### src/rtl/spi_slave_if_pkg.sv
// Shared definitions for the SPI responder: default frame width, FSM state
// encodings and SPI mode encodings with small decode helpers.
package spi_slave_if_pkg;

    localparam int SPI_DATA_W = 8;

    typedef enum logic [1:0] {
        SPI_ST_WAIT_DESEL = 2'd0,
        SPI_ST_IDLE       = 2'd1,
        SPI_ST_SHIFT      = 2'd2
    } spi_state_e;

    typedef enum logic [1:0] {
        SPI_MODE0 = 2'd0,
        SPI_MODE1 = 2'd1,
        SPI_MODE2 = 2'd2,
        SPI_MODE3 = 2'd3
    } spi_mode_e;

    function automatic logic spi_mode_cpol(input spi_mode_e mode);
        return mode[1];
    endfunction

    function automatic logic spi_mode_cpha(input spi_mode_e mode);
        return mode[0];
    endfunction

endpackage

### src/rtl/spi_slave_if_sync_edge.sv
// Multi-flop synchronizer for one asynchronous pin, with single-cycle rise and
// fall pulses derived from the last stage and one extra history flop.
module spi_slave_if_sync_edge #(
    parameter int   STAGES  = 2,
    parameter logic RST_VAL = 1'b0
) (
    input  logic clk,
    input  logic rst,
    input  logic i_async,
    output logic o_sync,
    output logic o_rise,
    output logic o_fall
);

    logic [STAGES-1:0] r_sync;
    logic              r_last;

    // Reset loads the idle level so no spurious edge appears after reset.
    always_ff @(posedge clk) begin
        if (rst) begin
            r_sync <= {STAGES{RST_VAL}};
            r_last <= RST_VAL;
        end else begin
            r_sync <= {r_sync[STAGES-2:0], i_async};
            r_last <= r_sync[STAGES-1];
        end
    end

    assign o_sync = r_sync[STAGES-1];
    assign o_rise = r_sync[STAGES-1] & ~r_last;
    assign o_fall = ~r_sync[STAGES-1] & r_last;

endmodule

### src/rtl/spi_slave_if.sv
// SPI responder (mode 0, MSB first) oversampled in the clk domain, with tx
// holding buffer and rx register. SPI_SLAVE_MODE_SEL_EN adds cpol/cpha inputs.
module spi_slave_if
    import spi_slave_if_pkg::*;
#(
    parameter int                DATA_W      = SPI_DATA_W,
    parameter int                SYNC_STAGES = 2,
    parameter logic [DATA_W-1:0] IDLE_TX     = {DATA_W{1'b1}}
) (
    input  logic              clk,
    input  logic              rst,
    input  logic              sck,
    input  logic              scs,
    input  logic              sdi,
`ifdef SPI_SLAVE_MODE_SEL_EN
    input  logic              cpol,
    input  logic              cpha,
`endif
    output logic              sdo,
    output logic              sdo_oe,
    input  logic [DATA_W-1:0] tx_data,
    input  logic              tx_valid,
    output logic              tx_ready,
    output logic [DATA_W-1:0] rx_data,
    output logic              rx_valid,
    input  logic              rx_ack,
    input  logic              err_clr,
    output logic              overrun,
    output logic              underrun,
    output logic              busy
);

    localparam int                CNT_W    = $clog2(DATA_W + 1);
    localparam logic [CNT_W-1:0]  LAST_BIT = CNT_W'(DATA_W - 1);
    localparam logic [CNT_W-1:0]  CNT_ONE  = CNT_W'(1);
    localparam logic [CNT_W-1:0]  CNT_ZERO = {CNT_W{1'b0}};

    logic w_sck_sync, w_sck_rise, w_sck_fall;
    logic w_scs_sync, w_scs_rise, w_scs_fall;
    logic w_sdi_sync, w_sdi_rise, w_sdi_fall;
    logic w_unused;

    spi_state_e r_state, w_next_state;
    logic [SYNC_STAGES:0] r_settle;
    logic w_settled;

    logic w_sample_edge, w_shift_edge, w_frame_cpha, w_start_cpha;
    logic w_start, w_stop, w_sample, w_shift, w_reload, w_tx_load, w_word_end;
    logic [DATA_W-1:0] w_tx_word, w_rx_word;

    logic [DATA_W-1:0] r_tx_buf, r_tx_shift, r_rx_shift, r_rx_data;
    logic              r_tx_ready, r_sdo, r_sdo_oe, r_word_done;
    logic              r_rx_valid, r_overrun, r_underrun;
    logic [CNT_W-1:0]  r_bitcnt;

    spi_slave_if_sync_edge #(.STAGES(SYNC_STAGES), .RST_VAL(1'b0)) u_sync_sck (
        .clk(clk), .rst(rst), .i_async(sck),
        .o_sync(w_sck_sync), .o_rise(w_sck_rise), .o_fall(w_sck_fall)
    );

    spi_slave_if_sync_edge #(.STAGES(SYNC_STAGES), .RST_VAL(1'b1)) u_sync_scs (
        .clk(clk), .rst(rst), .i_async(scs),
        .o_sync(w_scs_sync), .o_rise(w_scs_rise), .o_fall(w_scs_fall)
    );

    spi_slave_if_sync_edge #(.STAGES(SYNC_STAGES), .RST_VAL(1'b0)) u_sync_sdi (
        .clk(clk), .rst(rst), .i_async(sdi),
        .o_sync(w_sdi_sync), .o_rise(w_sdi_rise), .o_fall(w_sdi_fall)
    );

    assign w_unused = ^{w_sck_sync, w_sdi_rise, w_sdi_fall};

`ifdef SPI_SLAVE_MODE_SEL_EN
    spi_mode_e r_mode;
    logic      w_lead_edge, w_trail_edge;

    // Mode is captured once per frame at selection.
    always_ff @(posedge clk) begin
        if (rst) begin
            r_mode <= SPI_MODE0;
        end else if (w_start) begin
            r_mode <= spi_mode_e'({cpol, cpha});
        end
    end

    assign w_lead_edge   = spi_mode_cpol(r_mode) ? w_sck_fall : w_sck_rise;
    assign w_trail_edge  = spi_mode_cpol(r_mode) ? w_sck_rise : w_sck_fall;
    assign w_sample_edge = spi_mode_cpha(r_mode) ? w_trail_edge : w_lead_edge;
    assign w_shift_edge  = spi_mode_cpha(r_mode) ? w_lead_edge : w_trail_edge;
    assign w_frame_cpha  = spi_mode_cpha(r_mode);
    assign w_start_cpha  = cpha;
`else
    assign w_sample_edge = w_sck_rise;
    assign w_shift_edge  = w_sck_fall;
    assign w_frame_cpha  = 1'b0;
    assign w_start_cpha  = 1'b0;
`endif

    // Synchronizers hold the reset idle pattern for a while; scs is only trusted once they reflect the pin.
    always_ff @(posedge clk) begin
        if (rst) begin
            r_settle <= {(SYNC_STAGES + 1){1'b0}};
        end else begin
            r_settle <= {r_settle[SYNC_STAGES-1:0], 1'b1};
        end
    end

    assign w_settled = r_settle[SYNC_STAGES];

    always_ff @(posedge clk) begin
        if (rst) begin
            r_state <= SPI_ST_WAIT_DESEL;
        end else begin
            r_state <= w_next_state;
        end
    end

    always_comb begin
        w_next_state = r_state;
        case (r_state)
            SPI_ST_WAIT_DESEL: w_next_state = (w_settled && w_scs_sync) ? SPI_ST_IDLE : SPI_ST_WAIT_DESEL;
            SPI_ST_IDLE:       w_next_state = w_scs_fall ? SPI_ST_SHIFT : SPI_ST_IDLE;
            SPI_ST_SHIFT:      w_next_state = w_scs_rise ? SPI_ST_IDLE : SPI_ST_SHIFT;
            default:           w_next_state = SPI_ST_WAIT_DESEL;
        endcase
    end

    // Deselect takes priority over any sck edge seen in the same cycle.
    always_comb begin
        w_start  = 1'b0;
        w_stop   = 1'b0;
        w_sample = 1'b0;
        w_shift  = 1'b0;
        case (r_state)
            SPI_ST_IDLE: begin
                w_start = w_scs_fall;
            end
            SPI_ST_SHIFT: begin
                w_stop   = w_scs_rise;
                w_sample = w_sample_edge && !w_scs_rise;
                w_shift  = w_shift_edge && !w_scs_rise;
            end
            default: begin
                w_start = 1'b0;
            end
        endcase
    end

    assign w_reload   = w_shift && (r_bitcnt == CNT_ZERO) && r_word_done;
    assign w_tx_load  = w_start || w_reload;
    assign w_word_end = w_sample && (r_bitcnt == LAST_BIT);
    assign w_tx_word  = r_tx_ready ? IDLE_TX : r_tx_buf;
    assign w_rx_word  = {r_rx_shift[DATA_W-2:0], w_sdi_sync};

    always_ff @(posedge clk) begin
        if (rst) begin
            r_tx_buf   <= {DATA_W{1'b0}};
            r_tx_ready <= 1'b1;
        end else if (w_tx_load && !r_tx_ready) begin
            r_tx_ready <= 1'b1;
        end else if (tx_valid && r_tx_ready) begin
            r_tx_buf   <= tx_data;
            r_tx_ready <= 1'b0;
        end
    end

    // With cpha=1 the MSB is only presented on the first leading edge.
    always_ff @(posedge clk) begin
        if (rst) begin
            r_tx_shift <= {DATA_W{1'b0}};
            r_sdo      <= 1'b0;
        end else if (w_stop) begin
            r_sdo <= 1'b0;
        end else if (w_tx_load) begin
            r_tx_shift <= w_tx_word;
            r_sdo      <= (w_start && w_start_cpha) ? 1'b0 : w_tx_word[DATA_W-1];
        end else if (w_shift && (r_bitcnt != CNT_ZERO)) begin
            r_tx_shift <= {r_tx_shift[DATA_W-2:0], 1'b0};
            r_sdo      <= r_tx_shift[DATA_W-2];
        end else if (w_shift && w_frame_cpha) begin
            r_sdo <= r_tx_shift[DATA_W-1];
        end
    end

    always_ff @(posedge clk) begin
        if (rst) begin
            r_sdo_oe <= 1'b0;
        end else if (w_start) begin
            r_sdo_oe <= 1'b1;
        end else if (w_stop) begin
            r_sdo_oe <= 1'b0;
        end
    end

    always_ff @(posedge clk) begin
        if (rst) begin
            r_bitcnt    <= CNT_ZERO;
            r_word_done <= 1'b0;
            r_rx_shift  <= {DATA_W{1'b0}};
        end else if (w_start || w_stop) begin
            r_bitcnt    <= CNT_ZERO;
            r_word_done <= 1'b0;
        end else if (w_sample) begin
            r_rx_shift  <= w_rx_word;
            r_bitcnt    <= w_word_end ? CNT_ZERO : (r_bitcnt + CNT_ONE);
            r_word_done <= w_word_end;
        end else if (w_reload) begin
            r_word_done <= 1'b0;
        end
    end

    // A completing word wins over rx_ack, so an ack in that cycle consumes the old word only.
    always_ff @(posedge clk) begin
        if (rst) begin
            r_rx_data  <= {DATA_W{1'b0}};
            r_rx_valid <= 1'b0;
        end else if (w_word_end) begin
            r_rx_data  <= w_rx_word;
            r_rx_valid <= 1'b1;
        end else if (rx_ack) begin
            r_rx_valid <= 1'b0;
        end
    end

    always_ff @(posedge clk) begin
        if (rst) begin
            r_overrun  <= 1'b0;
            r_underrun <= 1'b0;
        end else begin
            if (w_word_end && r_rx_valid && !rx_ack) begin
                r_overrun <= 1'b1;
            end else if (err_clr) begin
                r_overrun <= 1'b0;
            end
            if (w_tx_load && r_tx_ready) begin
                r_underrun <= 1'b1;
            end else if (err_clr) begin
                r_underrun <= 1'b0;
            end
        end
    end

    assign sdo      = r_sdo;
    assign sdo_oe   = r_sdo_oe;
    assign tx_ready = r_tx_ready;
    assign rx_data  = r_rx_data;
    assign rx_valid = r_rx_valid;
    assign overrun  = r_overrun;
    assign underrun = r_underrun;
    assign busy     = (r_state == SPI_ST_SHIFT);

endmodule

### config.mk
export PLATFORM = sky130hd
export DESIGN_NAME = spi_slave_if
export DESIGN_NICKNAME = d
export VERILOG_FILES = /design/src/rtl/spi_slave_if_pkg.sv /design/src/rtl/spi_slave_if_sync_edge.sv /design/src/rtl/spi_slave_if.sv
export SDC_FILE = /design/constraint.sdc
export NUM_CORES = 1
export LEC_CHECK = 0
export BUFFER_PORTS_ARGS = -buffer_cell sky130_fd_sc_hd__clkbuf_2
export CAP_MARGIN = 20
export CORE_AREA = 4 4 68 70
export CTS_BUF_LIST = sky130_fd_sc_hd__clkbuf_4
export DETAILED_ROUTE_END_ITERATION = 16
export DIE_AREA = 0 0 72 74
export MAX_ROUTING_LAYER = met4
export PLACE_DENSITY_LB_ADDON = 0.25
export SKIP_LAST_GASP = 1
export SLEW_MARGIN = 5
export SYNTH_ARGS = -nofsm -noshare
export SYNTH_HDL_FRONTEND = slang
export SYNTH_SLANG_ARGS = --single-unit
### constraint.sdc
create_clock -name clk -period 2.37 [get_ports clk]
set_clock_uncertainty 0.05 [all_clocks]
set_input_delay 0.3555 -clock clk [delete_from_list [all_inputs] [get_ports clk]]
set_output_delay 0.3555 -clock clk [all_outputs]
set_load 0.02 [all_outputs]
==> metrics.txt, run 1 <==
status finished, final reports clean; first-pass GRT wire length around 6900 µm; Initial Util between 50% and 60%; Root Driver clkbuf_4; routed vias/inst between 5 and 6; CTS Sinks 54; # H-tree levels 2; Netlist Area Pre-Place around 2200 µm²; synthesized flop and latch total 54; Sw Share roughly 25%; clock slew at reported path FFs roughly 0.15 ns; Primary FF master, synth dfxtp_1; Flop pwr share between 60% and 70%; Slew @ Worst Pin 0.507 ns; cts bufs inserted 5; Syn Nets roughly 260; Synth area leaders dfxtp_1 (50%), nand2_1 (9.3%), a21oi_1 (5.7%); vias in the first global route roughly 1.6k; Yosys cell types between 40 and 50; CTS Hold Buffers Added 0; CTS resizes 0; Pwr per Cell Area 598 nW/µm²; reg2reg start u_sync_scs.r_last; Required @ worst endpoint 2.62 ns; Core ar. between 3000 and 4000 µm²; beginning of the worst hold path scs; CP arrival 2.13 ns; CP Capture Type flip-flop; Int Pwr between 1 and 1.5 mW; max-cap violation count 0; row count 23; LEAKAGE 0.908 nW; Gate power share between 6 and 7%; area of the multi-input gates 1020 µm²; Filler cells approximately 370; DRT antenna net count 0; initial antenna violation count 0; die extent in x 72 µm; unrepaired setup endpoints after global routing false; final wirelength roughly 4000 µm; RePlAce Congestion 0.872; Synth area leader dfxtp_1; Ports 31; period utilisation layout 79.3%; CP Max Fanout 13; Yosys top cell area share between 40 and 50%; DR iter-0 viols 88; Fmax achieved ~530 MHz; Global Route Usage Sum approximately 17%; Setup-failing EPs final 0; hpwl dp roughly 2800 µm; layout cells sized above 1 a little under a fifth; max-slew violations 0; Post-Synthesis Cells around 240; CTS tree yes; CP Launch Point u_sync_scs.r_last; die extent in y 74 µm; n_diodes 0; Sum Neg Setup Slack 0 ns; Vias around 1.7k; postcts setup bufs 0; largest net degree at the start of global routing 39; Clock Latency Late Sink around 0.36 ns; area delta synth->final 10.7%; port bufs 30; Yosys Warn Count 0; relative slew slack 66.1%; EDFF count, synth 0; # placed instances 313; Clock power frac between 20% and 30%; Total Power 1.44 mW; Reg area between 1000 and 1500 µm²; drt drc 0; grt total ovfl 0; Avg WL per Cell around 12 µm; nets@finish around 290; syn avg cell area 8.96 µm²; Longest Clk Path Bufs 2; Period minus WS final about 1.9 ns; Final Hold Fails 0; die area 5330 µm²; Seq/Total Area, Yosys 49.6%; Max VDD drop 0.401 mV; Setup Crit Path Kind reg2reg; switching power around 0.36 mW; Synth async-reset ratio 0%; critical path launch point type flip-flop; Finished Layout Cells between 300 and 400; Min-Delay Path Class in2reg; Pre-Repair DR Iteration Count 6
[final timing paths]
kind | depth (start not counted) | end | slack, ns
min reg2reg | 1 | u_sync_scs.r_sync[1] | 0.38
min | 2 | u_sync_scs.r_sync[0] | 0.12
max | 4 | r_bitcnt[3] | 0.49
max reg2reg | 4 | r_bitcnt[3] | 0.49
[flip-flops by register name, summed over array words and instances (netlist names), 2 cells and up]
name	count
r_bitcnt	4
r_rx_shift	7
r_settle	3
r_state	2
r_tx_buf	8
r_tx_shift	7
rx_data	8
u_sync_sck.r_sync	2
u_sync_scs.r_sync	2
u_sync_sdi.r_sync	2
[critical path, cell delays in order (launching register included)]
cell      delay [ns]
dfxtp_1         0.43
nand2b_1        0.36
nand3_2         0.30
or4_1           0.53
a21oi_1         0.14
[routing by layer]
| metal | global-route usage [%] | share of wire [%] | vias up |
|---|---|---|---|
| met5 | - | 0 | - |
| met4 | 5.22 | 1.1 | 0 |
| met3 | 4.05 | 4.0 | 4 |
| met2 | 28.4 | 49 | 26 |
| met1 | 19.7 | 46 | 767 |
| li1 | - | - | 887 |
[cells in the final DEF (no fill, tap or decap), drive strengths merged, types with 6 or more instances in the layout]
cell type  count
clkbuf        35
a211oi         6
a221o          6
nor2b         11
mux2i          8
nand2         54
a21oi         25
dfxtp         54
nor2          17
[synth_stat cells, drive strengths merged (3+ instances only)]
cell and number:
dfxtp 54, nand2 54, a21oi 25, nor2 17, nor2b 11, clkbuf 9, mux2i 8, a211oi 6
a221o 6, nand2b 5, buf 4, inv 4, nand3 4, nand3b 3, nand4 3
[layout make-up]
| cell class | instances | area share, % |
|---|---|---|
| flip-flops and latches | 54 | 44.8 |
| multi-input cells | 171 | 42.2 |
| repair buffers | 33 | 7.16 |
| well taps | 50 | 2.59 |
| clock buffers | 5 | 1.56 |
| clock inverters | 3 | 0.830 |
| inverters | 5 | 0.830 |
[stage by stage]
stage / hold WS [ns] / cell area, µm² / setup WS, ns / util [%]
finish: 0.125 / 2410 / 0.491 / 60.7
global placement: 0.346 / 2350 / 0.582 / 59.3
CTS: 0.111 / 2410 / 0.487 / 60.7
global route: 0.111 / 2410 / 0.352 / 60.7
detailed placement: 0.352 / 2350 / 0.528 / 59.3
floorplan: 0.339 / 2180 / 0.845 / -
[power groups by stage]
| stage | Clock, mW | Sequential [mW] | Combinational, mW |
|---|---|---|---|
| after global placement | 0 | 0.966 | 0.0966 |
| final | 0.398 | 0.946 | 0.0965 |
| after global routing | 0.449 | 0.950 | 0.110 |
| after detailed placement | 0 | 0.966 | 0.0983 |
| after CTS | 0.415 | 0.947 | 0.0985 |
| after floorplan | 0 | 0.962 | 0.0707 |
[kinds of logic after synthesis]
kind of cell	share of synthesized area, %
adders and majority gates	1.15
xor gates and xnor gates	0.402
and+or+nand+nor	26.7
buffers and inverters	3.68
AOI/OAI and AO/OA	14.8
DFF	49.6
muxes	3.68
Power figures use the tool's default switching activity.
==> run 2: changes to the inputs <==
==> constraint.sdc (replaced) <==
create_clock -name clk -period 1.86 [get_ports clk]
set_clock_uncertainty 0.05 [all_clocks]
set_input_delay 0.279 -clock clk [delete_from_list [all_inputs] [get_ports clk]]
set_output_delay 0.279 -clock clk [all_outputs]
set_load 0.02 [all_outputs]
==> run 2 against run 1 <==
Clock power is 23% higher; via count is 1.4% higher; count of clock-buffer cells in the layout stayed put; routed wire length is 2.3% higher; cell count is 0.93% higher; sequential cell count stayed put; sequential share of layout area is 0.71 points lower; fmax is 11% higher; critical endpoint is now r_tx_shift[6]; register-to-register slack worse by 0.32 ns; die area stayed put; non-clock buffer count is 4 higher; critical path depth is 2 higher.
==> metrics.txt, run 2 (synthesis gave the netlist of run 1 again) <==
largest net degree at the start of global routing 39; CTS tree yes; port bufs 30; LEAKAGE just over 0.9 nW; Sum Neg Setup Slack 0 ns; Setup Crit Path Kind reg2reg; status finished, final reports clean; Max VDD drop just under 0.5 mV; CTS Sinks between 50 and 60; CP delay by family, top simple AND/OR/NAND/NOR gates; RePlAce Congestion about 0.9; Global Route Usage Sum approximately 17%; layout cells sized above 1 a little over a fifth; drt drc 0; area delta synth->final 12.5%; Root Driver clkbuf_4; n_diodes 0; Final Hold Fails 0; # H-tree levels 2; CP arrival roughly 1.9 ns; grt total ovfl 0; initial antenna violation count 0; unrepaired setup endpoints after global routing false; critical path launch point type flip-flop; Filler cells between 300 and 400; Finished Core Util approximately three fifths; worst path bufs/invs 1; first-pass GRT wire length approximately 7000 µm; relative slew slack approximately three quarters; max-cap violation count 0; Core ar. 3970 µm²; CP Max Fanout 7; routed vias/inst between 5 and 6; Pwr per Cell Area ~740 nW/µm²; Pre-Repair DR Iteration Count 4; hpwl dp approximately 2900 µm; die extent in x 72 µm; Min-Delay Path Class in2reg; die area between 5000 and 6000 µm²; CTS Hold Buffers Added 0; Clock Latency Late Sink about 0.37 ns; max-slew violations 0; DRT antenna net count 0; Vias 1707; row count 23; Required @ worst endpoint about 2.1 ns; most frequent cells in the layout nand2_1 (54), dfxtp_1 (54), clkbuf_2 (30); Initial Util between 50% and 60%; DR iter-0 viols 121; period utilisation layout between 90% and 100%; vias in the first global route ~1.6k; nets@finish a little under 300; Ports 31; Avg WL per Cell approximately 13 µm; cts bufs inserted 5; Setup-failing EPs final 0; Longest Clk Path Bufs 2; Fmax achieved around 590 MHz; critical-path cell list inv_1 -> ha_1 -> or4b_1 -> and4_4 -> nor2_4 -> a221o_1; clock slew at reported path FFs 0.15 ns; Period minus WS final ~1.7 ns; postcts setup bufs 0; Slew @ Worst Pin about 0.40 ns; Slowest-stage cell, CP or4b_1; max incr delay on CP approximately 0.43 ns; final wirelength between 4000 and 5000 µm; die extent in y around 74 µm; CP Capture Type flip-flop
[run 2: cell types whose count changed in the layout (fill, tap and decap cells not counted), sizes merged]
cell      delta
clkinv       -1
buf          +4
inv          -1
clkinvlp     +1
[run 2: metal layers]
| metal | vias up | routed length (µm) | GRT usage (%) | share of wire (%) |
|---|---|---|---|---|
| met5 | - | 0 | - | 0 |
| met2 | 21 | 1980 | 28.4 | 49 |
| met3 | 6 | 156 | 4.46 | 3.8 |
| met4 | 0 | 38 | 5.01 | 0.93 |
| li1 | 897 | - | - | - |
| met1 | 783 | 1900 | 20.2 | 47 |
[run 2: worst paths after layout]
path,start,to,slack (ns),cells past startpoint
worst min-delay path,scs,u_sync_scs.r_sync[0],0.03,2
worst min register to register,u_sync_scs.r_sync[0],u_sync_scs.r_sync[1],0.40,1
worst max register to register,r_bitcnt[0],r_tx_shift[6],0.17,6
worst max-delay path,r_bitcnt[0],r_tx_shift[6],0.17,6
[run 2: worst register-to-register path, cell delays in order (launching register included)]
cell and delay (ns):
dfxtp_1 0.37, inv_1 0.07, ha_1 0.16, or4b_1 0.43, and4_4 0.22, nor2_4 0.16, a221o_1 0.17
[run 2: what timing repair did]
item | CTS | global route
endpoints found under the hold margin | 0 | 0
resized for setup | 0 | 3
setup endpoints to repair | 0 | 13
[run 2: report_power, final]
part,switching (mW),internal (mW),total [mW]
Clock,0.350,0.140,0.491
Combinational,0.0731,0.0522,0.125
Sequential,0.0212,1.19,1.21
[run 2: cell type report]
class	count	area, µm²	area share (%)
clock buffers	5	37.5	1.53
clock inverters	2	15.0	0.613
inverters	5	20.0	0.817
multi-input cells	171	1030	42.1
flip-flops and latches	54	1080	44.1
well taps	50	62.6	2.55
repair buffers	37	203	8.27
[run 2: through the flow]
step	std cells	cell area [µm²]	hold WS [ns]	setup WS (ns)	total power, mW
2_1_floorplan	243	2180	0.333	0.335	1.32
3_3_place_gp	317	2380	0.342	0.200	1.36
3_5_place_dp	317	2380	0.350	0.172	1.36
4_1_cts	324	2440	0.0206	0.129	1.84
5_1_grt	324	2450	0.0271	0.0129	1.90
6_report	324	2450	0.0300	0.170	1.82
